[src/rtl/riscv_pkg.sv]
// Shared PC-unit encodings: next-PC select codes, fetch FSM states and default reset vector.
package riscv_pkg;

   typedef enum logic [1:0] {
      PcSeq    = 2'b00,
      PcBranch = 2'b01,
      PcJal    = 2'b10,
      PcJalr   = 2'b11
   } pc_sel_e;

   typedef enum logic [0:0] {
      StBoot = 1'b0,
      StRun  = 1'b1
   } pc_state_e;

   localparam logic [31:0] DefaultResetVector = 32'h0000_0000;

endpackage

[src/rtl/pc_unit_next.sv]
// Combinational next-PC target selection and misaligned-redirect detection.
module pc_unit_next
   import riscv_pkg::*;
(
   input  logic [31:0] pc,
   input  logic [1:0]  pc_sel,
   input  logic        branch_taken,
   input  logic [31:0] imm,
   input  logic [31:0] rs1,
   output logic [31:0] target,
   output logic [31:0] pc_plus4,
   output logic        misaligned
);

   logic [31:0] pc_rel;
   logic [31:0] reg_rel;
   logic        redirect;
   pc_sel_e     sel;

   assign sel      = pc_sel_e'(pc_sel);
   assign pc_plus4 = pc + 32'd4;
   assign pc_rel   = pc + imm;
   assign reg_rel  = rs1 + imm;

   always_comb begin
      target   = pc_plus4;
      redirect = 1'b0;
      unique case (sel)
         PcSeq: begin
            target   = pc_plus4;
            redirect = 1'b0;
         end
         PcBranch: begin
            target   = branch_taken ? pc_rel : pc_plus4;
            redirect = branch_taken;
         end
         PcJal: begin
            target   = pc_rel;
            redirect = 1'b1;
         end
         PcJalr: begin
            target   = {reg_rel[31:1], 1'b0};
            redirect = 1'b1;
         end
      endcase
   end

   // Only bit 1 matters: bit 0 is either cleared (JALR) or not checked.
   assign misaligned = redirect & target[1];

endmodule

[src/rtl/pc_unit.sv]
// Program counter state: BOOT/RUN FSM, PC register and misalign pulse.
// Optional 64-bit retired-cycle counter when PC_UNIT_INSTRET_EN is defined.
module pc_unit
   import riscv_pkg::*;
#(
   parameter logic [31:0] RESET_VECTOR = DefaultResetVector
) (
   input  logic        clk,
   input  logic        rst,
   input  logic        stall,
   input  logic [1:0]  pc_sel,
   input  logic        branch_taken,
   input  logic [31:0] imm,
   input  logic [31:0] rs1,
   output logic [31:0] pc,
   output logic [31:0] pc_plus4,
   output logic        fetch_valid,
`ifdef PC_UNIT_INSTRET_EN
   output logic [63:0] instret,
`endif
   output logic        misalign
);

   pc_state_e   state_q, state_d;
   logic [31:0] pc_q, pc_d;
   logic        misalign_q, misalign_d;
   logic [31:0] target;
   logic        misaligned;
   logic        advance;

   pc_unit_next u_next (
      .pc           (pc_q),
      .pc_sel       (pc_sel),
      .branch_taken (branch_taken),
      .imm          (imm),
      .rs1          (rs1),
      .target       (target),
      .pc_plus4     (pc_plus4),
      .misaligned   (misaligned)
   );

   always_comb begin
      state_d    = state_q;
      pc_d       = pc_q;
      misalign_d = 1'b0;
      advance    = 1'b0;
      unique case (state_q)
         StBoot: begin
            state_d = StRun;
         end
         StRun: begin
            // Stall wins over everything, including the misalign pulse.
            advance    = ~stall & ~misaligned;
            misalign_d = ~stall & misaligned;
            if (advance) begin
               pc_d = target;
            end
         end
      endcase
   end

   always_ff @(posedge clk) begin
      if (rst) begin
         state_q    <= StBoot;
         pc_q       <= RESET_VECTOR;
         misalign_q <= 1'b0;
      end else begin
         state_q    <= state_d;
         pc_q       <= pc_d;
         misalign_q <= misalign_d;
      end
   end

`ifdef PC_UNIT_INSTRET_EN
   logic [63:0] instret_q;

   always_ff @(posedge clk) begin
      if (rst) begin
         instret_q <= 64'd0;
      end else if (advance) begin
         instret_q <= instret_q + 64'd1;
      end
   end

   assign instret = instret_q;
`endif

   assign pc          = pc_q;
   assign fetch_valid = (state_q == StRun);
   assign misalign    = misalign_q;

endmodule

[config.mk]
export PLATFORM = sky130hd
export DESIGN_NAME = pc_unit
export DESIGN_NICKNAME = d
export VERILOG_FILES = /design/src/rtl/riscv_pkg.sv /design/src/rtl/pc_unit_next.sv /design/src/rtl/pc_unit.sv
export SDC_FILE = /design/constraint.sdc
export NUM_CORES = 1
export LEC_CHECK = 0
export BUFFER_PORTS_ARGS = -buffer_cell sky130_fd_sc_hd__clkbuf_2
export CAP_MARGIN = 20
export CORE_AREA = 2 2 106 108
export CTS_BUF_LIST = sky130_fd_sc_hd__clkbuf_8
export DETAILED_ROUTE_END_ITERATION = 12
export DIE_AREA = 0 0 108 110
export PLACE_DENSITY = 0.78
export SKIP_LAST_GASP = 1
export SLEW_MARGIN = 20
export SYNTH_ARGS = -nofsm -noshare
export SYNTH_HDL_FRONTEND = slang
export SYNTH_SLANG_ARGS = --single-unit
[constraint.sdc]
create_clock -name clk -period 2.7 [get_ports clk]
set_clock_uncertainty 0.05 [all_clocks]
set_input_delay 0 -clock clk [delete_from_list [all_inputs] [get_ports clk]]
set_output_delay 0 -clock clk [all_outputs]
set_load 0.02 [all_outputs]
==> flow_summary.json <==
{
  "outcome": "complete, but fails checks",
  "violations": "negative setup slack",
  "wl_met1_mm": 7.98,
  "cp-endpoint": "pc[31]",
  "setup_viol": 1,
  "dp_cells": 1060,
  "crit_required_ns": 2.83,
  "synth.avg_cell_area_um2": 7.30,
  "syn_inst": 725,
  "worstReg2RegStart": "pc[0]",
  "antenna_found_initial": 0,
  "met3_length_mm": 1.73,
  "seq_area_um2": 687,
  "startpoint_type": "flop",
  "crit_fanout": 5,
  "gp_congestion": 0.971,
  "reg2reg_depth": 12,
  "port-buffer-count": 135,
  "multi_input_area_um2": 4750,
  "drv_slew": 0,
  "dr.pass1.iters": 6,
  "nNetsFinal": 1070,
  "final_common_cell": "clkbuf_2",
  "antenna_cells": 0,
  "critPathArrivalTime_ns": 2.84,
  "cts.sink_count": 34,
  "yosys_warnings": 0,
  "wirelength_mm": 19.6,
  "synth_edf_count": 0,
  "p_leak_nw": 3.47,
  "r2r_end": "pc[31]",
  "critPathLaunch": "pc[0]",
  "min_path_type": "in2reg",
  "rrSetupSlack_ns": -0.003,
  "numCtsBuffers": 5,
  "fin_setup_tns_ns": -0.00271,
  "max_cap_violations": 0,
  "die_area_um2": 11900,
  "vias": 6627,
  "viasPerCell": 6.15,
  "highest_layer": "met4",
  "yosysSeqAreaShare_pct": 12.9,
  "insertion_delay_ns": 0.30,
  "first_iter_violations": 490,
  "wl_per_cell_um": 18.2,
  "drc_errors": 0,
  "ys_seq_elements": 34,
  "yosys-top-cells-area": "ha_1 15%, dfxtp_1 13%, a21oi_1 7.8%, xor2_1 6.8%, xnor2_1 6.6%",
  "final_util_pct": 67.3,
  "post-route-min-period_ns": 2.70,
  "grt_pass1_vias": 6078,
  "powerDensity_nw_per_um2": 337,
  "ctsHtreeMaxLevel": 2,
  "stdcell_count": 1077,
  "antenna_left": 0,
  "yosysTopAreaCell": "ha_1",
  "cts_buffer_depth": 2,
  "critPathKind": "reg2reg",
  "worst_pin_slew_ns": 0.787,
  "hold_ws_ns": 0.154,
  "fillCellCount": 942,
  "ios": 136,
  "cts_tree": "built",
  "area_delta_synth_final_pct": 36.2,
  "dp_hpwl_mm": 14.8,
  "path_clk_slew_ns": 0.08,
  "rsz0062_at_grt": "yes",
  "async_flop_share_pct": 0,
  "synthDistinctLibCells": 67,
  "fmax_ghz": 0.370,
  "grt_max_degree": 27,
  "syn_area_um2": 5290,
  "met2_length_mm": 9.26,
  "drive_gt1_share_pct": 32.3,
  "core_area_um2": 10700,
  "grt_overflow_total": 0,
  "rows": 38,
  "fin_crit_sh_pct": 100,
  "grt_pass1_wl_mm": 29.5,
  "hold_viol": 0,
  "fin_ws_ns": -0.00271,
  "crit_path_end_kind": "flop",
  "fp.dieH_um": 110,
  "synth_nets": 859,
  "slew_headroom_pct": 47.2,
  "final_cell_mix": "134 x clkbuf_2, 85 x buf_4, 79 x nand2_1",
  "grt_util_all_layers_pct": 31.4,
  "root_buffer": "clkbuf_8",
  "peakVddDrop_mv": 0.179,
  "synth_top_cell_area_share_pct": 14.7,
  "synth_flop_cell": "dfxtp_1",
  "die-width_um": 108,
  "start_util_pct": 49.5
}
[sequential cells by signal (all words and copies together) (netlist names)]
name / cells
fetch_valid: 1
pc: 32
misalign: 1
[worst min-delay path by stage]
stage | from | to | slack, ns | cells after the start
2_1_floorplan | stall | misalign | 0.03 | 1
3_3_place_gp | stall | misalign | 0.15 | 2
3_5_place_dp | stall | misalign | 0.16 | 2
4_1_cts | rst | pc[18] | 0.11 | 2
5_1_grt | rst | pc[7] | 0.16 | 2
6_report | imm[0] | pc[0] | 0.15 | 4
[metal layers]
layer	track usage, %	vias up
met5	0	-
met4	12.3	0
met3	3.64	48
met2	52.8	364
met1	41.4	3070
li1	-	3145
[repair_timing]
action / in CTS / in global routing
hold buffers: 1 / 0
resized for setup: 21 / 58
pin swaps: 14 / 29
setup endpoints to repair: 19 / 26
setup buffers: 1 / 6
hold endpoints to repair: 1 / 0
cloned: 0 / 2
[cell families after synthesis]
family                   after synthesis  synth area share [%]
AND/OR/NAND/NOR                      233                  20.9
flip-flops                            34                  12.9
buffers and inverters                 43                  3.19
multiplexers                           6                  1.18
AO/OA/AOI/OAI                        264                  33.1
XOR/XNOR                              81                  13.4
adder cells (fa/ha/maj)               64                  15.4
[worst max-delay path: stages (launching register included)]
cell and delay (ns):
dfxtp_2 0.34, ha_4 0.16, inv_2 0.05, fa_2 0.43, nand2_1 0.07, o211ai_1 0.09, o21a_1 0.21, or2_4 0.27
and3b_2 0.25, buf_6 0.14, buf_6 0.13, clkbuf_16 0.16, o221a_1 0.23
[cells in the mapped netlist (all sizes together), types with 4 or more instances]
library cell / n
a21o: 27
and4: 4
mux2i: 4
ha: 62
a21oi: 82
and3: 10
xnor2: 40
a2111oi: 4
clkbuf: 22
o21ai: 55
nand3b: 4
xor2: 41
a211o: 4
inv: 18
o21a: 11
nand3: 26
nor3: 6
nand4: 19
nand2: 81
a31oi: 9
a211oi: 6
nor2: 57
dfxtp: 34
a221oi: 18
o211ai: 9
o22ai: 8
o21bai: 6
nand2b: 10
o31ai: 4
[report_power, final]
| part | leakage [nW] | internal (mW) | switching (mW) |
|---|---|---|---|
| Combinational | 3.13 | 0.605 | 0.825 |
| Clock | 0.0524 | 0.203 | 0.225 |
| Sequential | 0.280 | 0.534 | 0.0392 |
| Total | 3.47 | 1.34 | 1.09 |
[stage by stage]
stage / worst slack [ns] / power [mW] / cell area, µm²
after global placement: -0.150 / 1.87 / 6690
final: -0.00271 / 2.43 / 7200
after CTS: -0.0455 / 2.33 / 6880
after floorplan: -0.0265 / 1.43 / 5300
after global routing: -0.144 / 2.56 / 7200
after detailed placement: -0.202 / 1.88 / 6690
[layout make-up]
cell class / instances / area share [%]
repair buffers: 228 / 19.8
flip-flops and latches: 34 / 9.54
multi-input cells: 648 / 66.0
clock inverters: 2 / 0.122
well taps: 140 / 2.43
clock buffers: 6 / 1.15
inverters: 19 / 0.990
Note: power is estimated with default switching activity, not from simulation.
